### config.mk
export PLATFORM = sky130hd
export DESIGN_NAME = uart_frame_rx
export DESIGN_NICKNAME = d
export VERILOG_FILES = /design/src/rtl/gpu_pkg.sv /design/src/rtl/uart_rx_byte.sv /design/src/rtl/uart_frame_rx.sv
export SDC_FILE = /design/constraint.sdc
export NUM_CORES = 1
export LEC_CHECK = 0
export CAP_MARGIN = 20
export CELL_PAD_IN_SITES_DETAIL_PLACEMENT = 0
export CELL_PAD_IN_SITES_GLOBAL_PLACEMENT = 1
export CORE_MARGIN = 2
export CORE_UTILIZATION = 40
export DETAILED_ROUTE_END_ITERATION = 6
export GPL_TIMING_DRIVEN = 0
export PLACE_DENSITY_LB_ADDON = 0.08
export SLEW_MARGIN = 0
export SYNTH_ARGS = -nofsm -noshare
export SYNTH_HDL_FRONTEND = slang
export SYNTH_SLANG_ARGS = --single-unit
### constraint.sdc
create_clock -name clk -period 2.5 [get_ports clk]
set_input_delay 0.375 -clock clk [delete_from_list [all_inputs] [get_ports clk]]
set_output_delay 0.375 -clock clk [all_outputs]
set_load 0.01 [all_outputs]
### src/rtl/gpu_pkg.sv
// Shared types and constants for the GPU serial front end.
package gpu_pkg;

  typedef enum logic [1:0] {
    IDLE,
    START,
    DATA,
    STOP
  } rx_state_t;

  localparam int FRAME_BYTES_DEFAULT = 60;
  localparam int IDX_W               = 7;

endpackage

### src/rtl/uart_rx_byte.sv
// 8N1 byte receiver: input synchroniser, baud counter and byte FSM.
// state | meaning
// IDLE  | line high (or waiting for it to return high after a break)
// START | half-bit wait, then confirm the start bit
// DATA  | sample 8 data bits, LSB first
// STOP  | sample stop bit, flag good byte or framing error
module uart_rx_byte
  import gpu_pkg::*;
#(
  parameter int CLKS_PER_BIT = 217
) (
  input  logic       clk,
  input  logic       reset,
  input  logic       rx,
  output logic [7:0] byte_data,
  output logic       byte_valid,
  output logic       stop_err,
  output logic       line_idle
);

  localparam int BAUD_W = $clog2(CLKS_PER_BIT);
  localparam logic [BAUD_W-1:0] HALF_TC = BAUD_W'(CLKS_PER_BIT / 2 - 1);
  localparam logic [BAUD_W-1:0] FULL_TC = BAUD_W'(CLKS_PER_BIT - 1);

  rx_state_t         state, state_next;
  logic              rx_meta, rxs;
  logic [BAUD_W-1:0] baud_cnt, baud_next;
  logic [2:0]        bit_cnt, bit_next;
  logic [7:0]        shift_reg, shift_next;
  logic              rearm_wait, rearm_next;

  always_ff @(posedge clk or posedge reset) begin
    if (reset) begin
      rx_meta    <= 1'b1;
      rxs        <= 1'b1;
      state      <= IDLE;
      baud_cnt   <= '0;
      bit_cnt    <= '0;
      shift_reg  <= '0;
      rearm_wait <= 1'b0;
    end else begin
      rx_meta    <= rx;
      rxs        <= rx_meta;
      state      <= state_next;
      baud_cnt   <= baud_next;
      bit_cnt    <= bit_next;
      shift_reg  <= shift_next;
      rearm_wait <= rearm_next;
    end
  end

  always_comb begin
    state_next = state;
    baud_next  = baud_cnt + 1'b1;
    bit_next   = bit_cnt;
    shift_next = shift_reg;
    rearm_next = rearm_wait;
    byte_valid = 1'b0;
    stop_err   = 1'b0;
    case (state)
      IDLE: begin
        baud_next = '0;
        bit_next  = '0;
        // After a break the line must go high again before a new start counts
        if (rearm_wait) begin
          if (rxs) rearm_next = 1'b0;
        end else if (!rxs) begin
          state_next = START;
        end
      end
      START: begin
        if (baud_cnt == HALF_TC) begin
          baud_next  = '0;
          state_next = rxs ? IDLE : DATA;
        end
      end
      DATA: begin
        if (baud_cnt == FULL_TC) begin
          baud_next  = '0;
          shift_next = {rxs, shift_reg[7:1]};
          bit_next   = bit_cnt + 3'd1;
          if (bit_cnt == 3'd7) state_next = STOP;
        end
      end
      STOP: begin
        if (baud_cnt == FULL_TC) begin
          baud_next  = '0;
          state_next = IDLE;
          if (rxs) begin
            byte_valid = 1'b1;
          end else begin
            stop_err   = 1'b1;
            rearm_next = 1'b1;
          end
        end
      end
      default: state_next = IDLE;
    endcase
  end

  assign byte_data = shift_reg;
  assign line_idle = (state == IDLE);

endmodule

### src/rtl/uart_frame_rx.sv
// Frame-level UART receiver: numbers good bytes within a scene frame and
// emits register-write, frame-complete and framing-error strobes.
module uart_frame_rx
  import gpu_pkg::*;
#(
  parameter int CLKS_PER_BIT = 217,
  parameter int FRAME_BYTES  = FRAME_BYTES_DEFAULT,
  parameter int TIMEOUT_BITS = 32
) (
  input  logic             clk,
  input  logic             reset,
  input  logic             rx,
  output logic [7:0]       read_data,
  output logic [IDX_W-1:0] idx,
  output logic             update_reg,
  output logic             pc_ready,
  output logic             frame_err
);

  localparam int IDLE_LIMIT = TIMEOUT_BITS * CLKS_PER_BIT;
  localparam int IDLE_W     = $clog2(IDLE_LIMIT + 1);
  localparam logic [IDX_W-1:0]  LAST_IDX = IDX_W'(FRAME_BYTES - 1);
  localparam logic [IDLE_W-1:0] IDLE_TC  = IDLE_W'(IDLE_LIMIT);

  logic [7:0]        byte_data;
  logic              byte_valid, stop_err, line_idle;
  logic [IDX_W-1:0]  byte_cnt;
  logic [IDLE_W-1:0] idle_cnt;
  logic              timeout;

  uart_rx_byte #(
    .CLKS_PER_BIT(CLKS_PER_BIT)
  ) u_byte (
    .clk       (clk),
    .reset     (reset),
    .rx        (rx),
    .byte_data (byte_data),
    .byte_valid(byte_valid),
    .stop_err  (stop_err),
    .line_idle (line_idle)
  );

  assign timeout = line_idle && (byte_cnt != '0) && (idle_cnt == IDLE_TC);

  always_ff @(posedge clk or posedge reset) begin
    if (reset) begin
      read_data  <= '0;
      idx        <= '0;
      update_reg <= 1'b0;
      pc_ready   <= 1'b0;
      frame_err  <= 1'b0;
      byte_cnt   <= '0;
      idle_cnt   <= '0;
    end else begin
      update_reg <= byte_valid;
      frame_err  <= stop_err;
      // Follows the write of the last index by exactly one cycle
      pc_ready   <= update_reg && (idx == LAST_IDX);

      if (byte_valid) begin
        read_data <= byte_data;
        idx       <= byte_cnt;
        byte_cnt  <= (byte_cnt == LAST_IDX) ? '0 : byte_cnt + 1'b1;
      end else if (stop_err || timeout) begin
        byte_cnt  <= '0;
      end

      if (!line_idle || byte_cnt == '0 || timeout) idle_cnt <= '0;
      else                                         idle_cnt <= idle_cnt + 1'b1;
    end
  end

endmodule

==> flow_summary_export.csv, run 1 <==
group,metric,value,unit
outcome,run_status,"finished clean",
die,core_area,7180,sq um
synthesis,yosysSeqAreaShare,53.2,%
route,drcViolationCount,0,
grt,grt_pass1_vias,2006,
clocking,cts.path.max_buffers,2,
power,ir_drop,0.426,mV
synthesis,ys_ff_latch,62,
clocking,clock_sinks,62,
grt,overflow,0,
final_layout,nets,333,
worst_setup_path,cp_slowest_cell,"dfrtp_1",
clocking,htree_levels,3,
final_layout,largest_reg_flops,13,
sta,worstMarginPinSlew,0.573,ns
route,drtPass1Iterations,4,
route,num_vias,2052,
route,drt_iter0_drc,54,
final_layout,utilization,48.5,%
grt,grt_usage,15.9,%
power,p_total,1990,uW
route,finalWirelength,5.43,mm
worst_setup_path,cp.arrival,2.17,ns
synthesis,syn_inst,285,
synthesis,syn_avg_cell_area,10.3,sq um
sta,fin_crit,1.97,ns
worst_setup_path,crit_path_end_kind,"flip-flop",
power,p_leak,0.00155,uW
hold_path,hold_path.class,"flip-flop to flip-flop",
worst_setup_path,crit_path_cell_trace,"inv_1, ha_1, and4b_1, buf_2, nand3_1, clkbuf_1, o22ai_1",
synthesis,syn_nets,301,
clocking,clock_latency,0.34,ns
sta,skew,0.00767,ns
power,power_per_cell_area,573,nW/um^2
final_layout,max_flop_register,"idle_cnt",
route,post_drt_wl_per_cell,12.9,microns
clocking,path_clk_slew,0.07,ns
clocking,post_cts.repair.setup_buffers,0,
synthesis,ys.flop_type,"dfrtp_1",
clocking,cts_tree,"built",
sta,period_share,78.9,%
clocking,hold_buffers,0,
route,detail-route-antenna-nets,0,
worst_setup_path,startpoint_type,"flip-flop",
sta,rsz0062_at_grt,"false",
worst_setup_path,crit_start,"u_byte.baud_cnt[0]",
worst_setup_path,crit_fanout,10,
die,die_h,89.5,microns
clocking,cts_resized,0,
sta,hold_viol_final,0,
clocking,cts_buffers,9,
synthesis,synth_edf_count,0,
worst_setup_path,crit_type,"flip-flop to flip-flop",
grt,top_usage_layer,"met2",
sta,slew_viol_final,0,
route,viasPerCell,4.87,
place,place_congestion,0.721,
sta,max-slew-margin-rel,61.3,%
place,io_buffers,20,
flow_run,maxCapViolCount,0,
clocking,clockRootBuffer,"clkbuf_8",
die,die_x,89.5,microns
sta,setup_viol,0,
grt,grt_max_degree,43,
die,rows,31,
grt,met2_usage,23.1,%
synthesis,synth.distinct_cells,45,
sta,timing.fmax,507,MHz
die,io_pins,21,
grt,grt.met1_usage,22.1,%
die,start_util,40.7,%
grt,grt_antenna_before_repair,0,
die,die_area,8000,sq um
worst_setup_path,r2r-start,"u_byte.baud_cnt[0]",
synthesis,yosys.area.top_type,"dfrtp_1",
synthesis,ys_async_sr_fraction,100,%
synthesis,synth_top_area_share,51.4,%
synthesis,yosys_warnings,0,
final_layout,area_growth,19.1,%
final_layout,fill_cells,704,
worst_setup_path,max_stage_delay,0.41,ns
synthesis,syn_area,2920,sq um
worst_setup_path,worstPathRequired,2.69,ns
grt,met3_usage,3.32,%
synthesis,synth.area.top_cells,"dfrtp_1, ha_1, nand2_1, nor2_1, xnor2_1",
place,place_hpwl,3.83,mm
hold_path,worstHoldStart,"u_byte.rx_meta",
synthesis,synth_common_cells,"dfrtp_1, nand2_1, nor2_1",
final_layout,drive_above_1_share,12.1,%
grt,grt_pass1_wl,9.65,mm
synthesis,post-synth-top-count-cell,"dfrtp_1",
final_layout,n_antenna_cell,0,
layout make-up:
cell class	count	area, sq um	share of cell area [%]
Buffer	6	32.5	0.935
Sequential cell	62	1550	44.7
Tap cell	99	124	3.56
Timing Repair Buffer	21	220	6.33
Clock inverter	6	86.3	2.48
Clock buffer	10	128	3.67
Multi-Input combinational cell	198	1260	36.3
Inverter	19	71.3	2.05
logic make-up (layout without fill, tap and decap cells):
| group | Yosys count | count (layout) | synth area share [%] |
|---|---|---|---|
| and+or+nand+nor | 127 | 127 | 21.8 |
| DFF | 62 | 62 | 53.2 |
| muxes | 11 | 11 | 4.15 |
| adders and majority gates | 13 | 13 | 5.57 |
| buffers and inverters | 25 | 62 | 3.55 |
| xor gates and xnor gates | 17 | 17 | 5.10 |
| AOI/OAI and AO/OA | 30 | 30 | 6.68 |
critical path, delay by kind of cell, from the launching register on:
family          cells  cell delay (ns)
flops               1             0.41
fa+ha+maj           1             0.20
buf+inv             3             0.62
simple gates        2             0.44
compound gates      1             0.16
routing by layer:
layer,up-vias,part of all wire [%]
met1,977,51
met5,-,0
li1,1032,-
met3,10,2.8
met4,0,2.4
met2,33,43
report_power, final:
part | switching, uW | leakage (uW) | total, uW | internal (uW)
clock network | 399 | 0.000106 | 959 | 560
registers | 1.57 | 0.000845 | 1010 | 1010
logic | 21.1 | 0.000598 | 27.5 | 6.36
total | 422 | 0.00155 | 1990 | 1570
path summary, 6_finish.rpt:
path	depth (start not counted)	slack [ns]	end
hold / removal	0	0.36	u_byte.rxs
setup reg to reg	7	0.53	byte_cnt[4]
max in group asynchronous	3	1.50	u_byte.rxs
hold reg to reg	0	0.36	u_byte.rxs
min in group asynchronous	2	0.37	u_byte.state[0]
setup / recovery	7	0.53	byte_cnt[4]
cells in the final DEF (no fill, tap or decap), types with 2 or more instances in the layout:
| cell | count |
|---|---|
| mux2_2 | 9 |
| and2_1 | 2 |
| xnor2_1 | 12 |
| mux2i_1 | 2 |
| nand2_1 | 41 |
| bufinv_16 | 2 |
| clkbuf_8 | 9 |
| dfstp_2 | 2 |
| nand3_1 | 19 |
| xor2_1 | 5 |
| clkdlybuf4s50_1 | 20 |
| ha_1 | 13 |
| o22ai_1 | 3 |
| o211ai_1 | 3 |
| nor2_1 | 30 |
| clkinv_2 | 2 |
| nand4_1 | 6 |
| clkbuf_1 | 4 |
| nand2b_1 | 2 |
| buf_2 | 2 |
| a21oi_1 | 3 |
| and4b_1 | 2 |
| nor4_1 | 2 |
| o21ai_0 | 14 |
| or3_1 | 3 |
| and3_1 | 4 |
| dfrtp_1 | 60 |
| inv_1 | 18 |
| or4_1 | 2 |
| nor3_1 | 3 |
metrics by stage:
step                hold slack [ns]  setup slack [ns]  std cells  instance area (sq um)  setup TNS [ns]
detailed placement            0.348             0.502        405                   3270               0
CTS                           0.358             0.499        421                   3480               0
floorplan                     0.345             0.587        285                   2920               0
global route                  0.364             0.335        421                   3480               0
global placement              0.348            -0.587        404                   3250          -35.01
finish                        0.358             0.529        421                   3480               0
No activity file was read; power rests on OpenSTA's default activity.
==> run 2, diff against run 1 <==
Clock period 2.5 ns to 1.9 ns, I/O delays scaled along.
==> run 2 against run 1 <==
Against the previous run: die area unchanged; count of clock-buffer cells in the layout unchanged; global-route usage about the same; worst hold slack got worse by 0.077 ns.
==> flow_summary_export.csv, run 2 (synthesis results as in run 1) <==
group,metric,value,unit
outcome,run_status,"finished clean",
worst_setup_path,cp.arrival,2.08,ns
flow_run,maxCapViolCount,0,
sta,fin_ws,0.0756,ns
sta,period_share,96.0,%
sta,max-slew-margin-rel,67.8,%
power,comb_power_share,1.4,%
final_layout,drive_above_1_share,16.4,%
grt,grt_usage,15.9,%
clocking,path_clk_slew,0.07,ns
worst_setup_path,critPathBufInv,2,
place,preCtsSetupSlack,-0.0976,ns
final_layout,largest_reg_flops,13,
worst_setup_path,crit_start,"byte_cnt[0]",
sta,fin_crit,1.82,ns
worst_setup_path,crit_type,"flip-flop to flip-flop",
sta,timing.fmax,548,MHz
worst_setup_path,cp.depth,7,
final_layout,nets,340,
worst_setup_path,r2r.worst_path.cells,7,
clocking,cts.path.max_buffers,2,
grt,grt_pass1_wl,9.67,mm
clocking,htree_levels,3,
route,viasPerCell,4.88,
place,place_congestion,0.721,
sta,tns,0,ns
hold_path,hold_path.class,"primary input to async pin",
die,core_area,7180,sq um
final_layout,n_antenna_cell,0,
sta,setup_viol,0,
clocking,clock_latency,0.34,ns
die,die_x,89.5,microns
power,internal-power,2070,uW
grt,met3_usage,3.32,%
power,p_leak,0.00161,uW
worst_setup_path,crit_path_end_kind,"flip-flop",
route,drt_iter0_drc,62,
grt,grt.met1_usage,21.7,%
power,p_switching,554,uW
sta,hold_viol_final,0,
worst_setup_path,startpoint_type,"flip-flop",
worst_setup_path,cp_top_family,"compound AO/OA/AOI/OAI gates",
route,num_vias,2089,
die,die_h,89.5,microns
worst_setup_path,cp-endpoint,"byte_cnt[4]",
die,die_area,8000,sq um
final_layout,area_growth,22.3,%
sta,fin_hold_ws,0.281,ns
die,io_pins,21,
final_layout,max_flop_register,"idle_cnt",
power,ir_drop,0.560,mV
final_layout,final_common_cell,"dfrtp_1",
worst_setup_path,max_stage_delay,0.46,ns
place,place_hpwl,3.83,mm
sta,worstMarginPinSlew,0.483,ns
clocking,clockRootBuffer,"clkbuf_8",
route,post_drt_wl_per_cell,13.1,microns
clocking,cts_tree,"built",
die,start_util,40.7,%
grt,grt_max_degree,43,
die,rows,31,
worst_setup_path,crit_path_cell_trace,"inv_2, ha_1, or4b_4, o31ai_4, buf_4, o21ai_4, o22ai_1",
grt,top_usage_layer,"met2",
grt,overflow,0,
route,drcViolationCount,0,
final_layout,fill_cells,691,
route,detail-route-antenna-nets,0,
clocking,clock_sinks,62,
grt,grt_antenna_before_repair,0,
final_layout,final_cell_mix,"dfrtp_1, nand2_1, nor2_1",
clocking,cts_buffers,9,
grt,grt_pass1_vias,2041,
worst_setup_path,crit_fanout,5,
power,seqPwrFrac,50.6,%
route,finalWirelength,5.60,mm
sta,slew_viol_final,0,
place,io_buffers,20,
clocking,hold_buffers,0,
final_layout,utilization,49.8,%
worst_setup_path,cp_slowest_cell,"or4b_4",
worst_setup_path,r2r_setup_slack,0.08,ns
sta,skew,0.00840,ns
sta,rsz0062_at_grt,"true",
place,place_inst,405,
final_layout,fin_cells,428,
worst_setup_path,r2r-end,"byte_cnt[4]",
worst_setup_path,worstPathRequired,2.15,ns
power,power_per_cell_area,734,nW/um^2
worst_setup_path,r2r-start,"byte_cnt[0]",
grt,met2_usage,23.6,%
power,p_sw_share,21.1,%
route,drtPass1Iterations,4,
power,power_frac_clock,48.1,%
[run 2: changes by cell type in the layout (fill, tap and decap cells not counted), sizes merged]
| cell | previous run | this run |
|---|---|---|
| buf | 4 | 12 |
| clkbuf | 13 | 12 |
[run 2: how the worst min path moves through the flow]
stage,start,end,cells past startpoint
final,reset,u_byte.baud_cnt[3],2
after global routing,reset,u_byte.state[0],2
after CTS,reset,u_byte.state[0],2
after detailed placement,u_byte.rx_meta,u_byte.rxs,0
after global placement,u_byte.rx_meta,u_byte.rxs,0
after floorplan,rx,u_byte.rx_meta,0
[run 2: final cells by class]
class / count / area [sq um] / share of cell area [%]
repair buffers: 28 / 273 / 7.64
flip-flops and latches: 62 / 1550 / 43.5
clock inverters: 6 / 86.3 / 2.42
plain buffers: 6 / 42.5 / 1.19
clock buffers: 10 / 128 / 3.57
multi-input cells: 198 / 1290 / 36.2
inverters: 19 / 71.3 / 2.00
well taps: 99 / 124 / 3.47
[run 2: layer usage]
layer / vias up / wire [microns]
li1: 1051 / -
met3: 10 / 139
met5: - / 0
met2: 27 / 2520
met4: 0 / 131
met1: 1001 / 2810
[run 2: metrics by stage]
stage	cell area (sq um)	total power, uW
after floorplan	2920	1370
after global placement	3250	1380
after detailed placement	3270	1390
after CTS	3520	2660
after global routing	3570	2730
final	3570	2620
[run 2: power groups by stage]
stage               Combinational [uW]  Clock, uW  Sequential (uW)
floorplan                         20.4          0             1350
global placement                  33.1          0             1350
detailed placement                38.6          0             1350
CTS                               38.4       1300             1320
global route                      43.2       1360             1320
finish                            36.2       1260             1330
[run 2: timing repair]
action / in CTS / in global routing
gates resized for setup: 5 / 10
buffers inserted: 4 / 3
pin swaps: 1 / 1
gates cloned: 0 / 0
setup endpoints to repair: 25 / 42
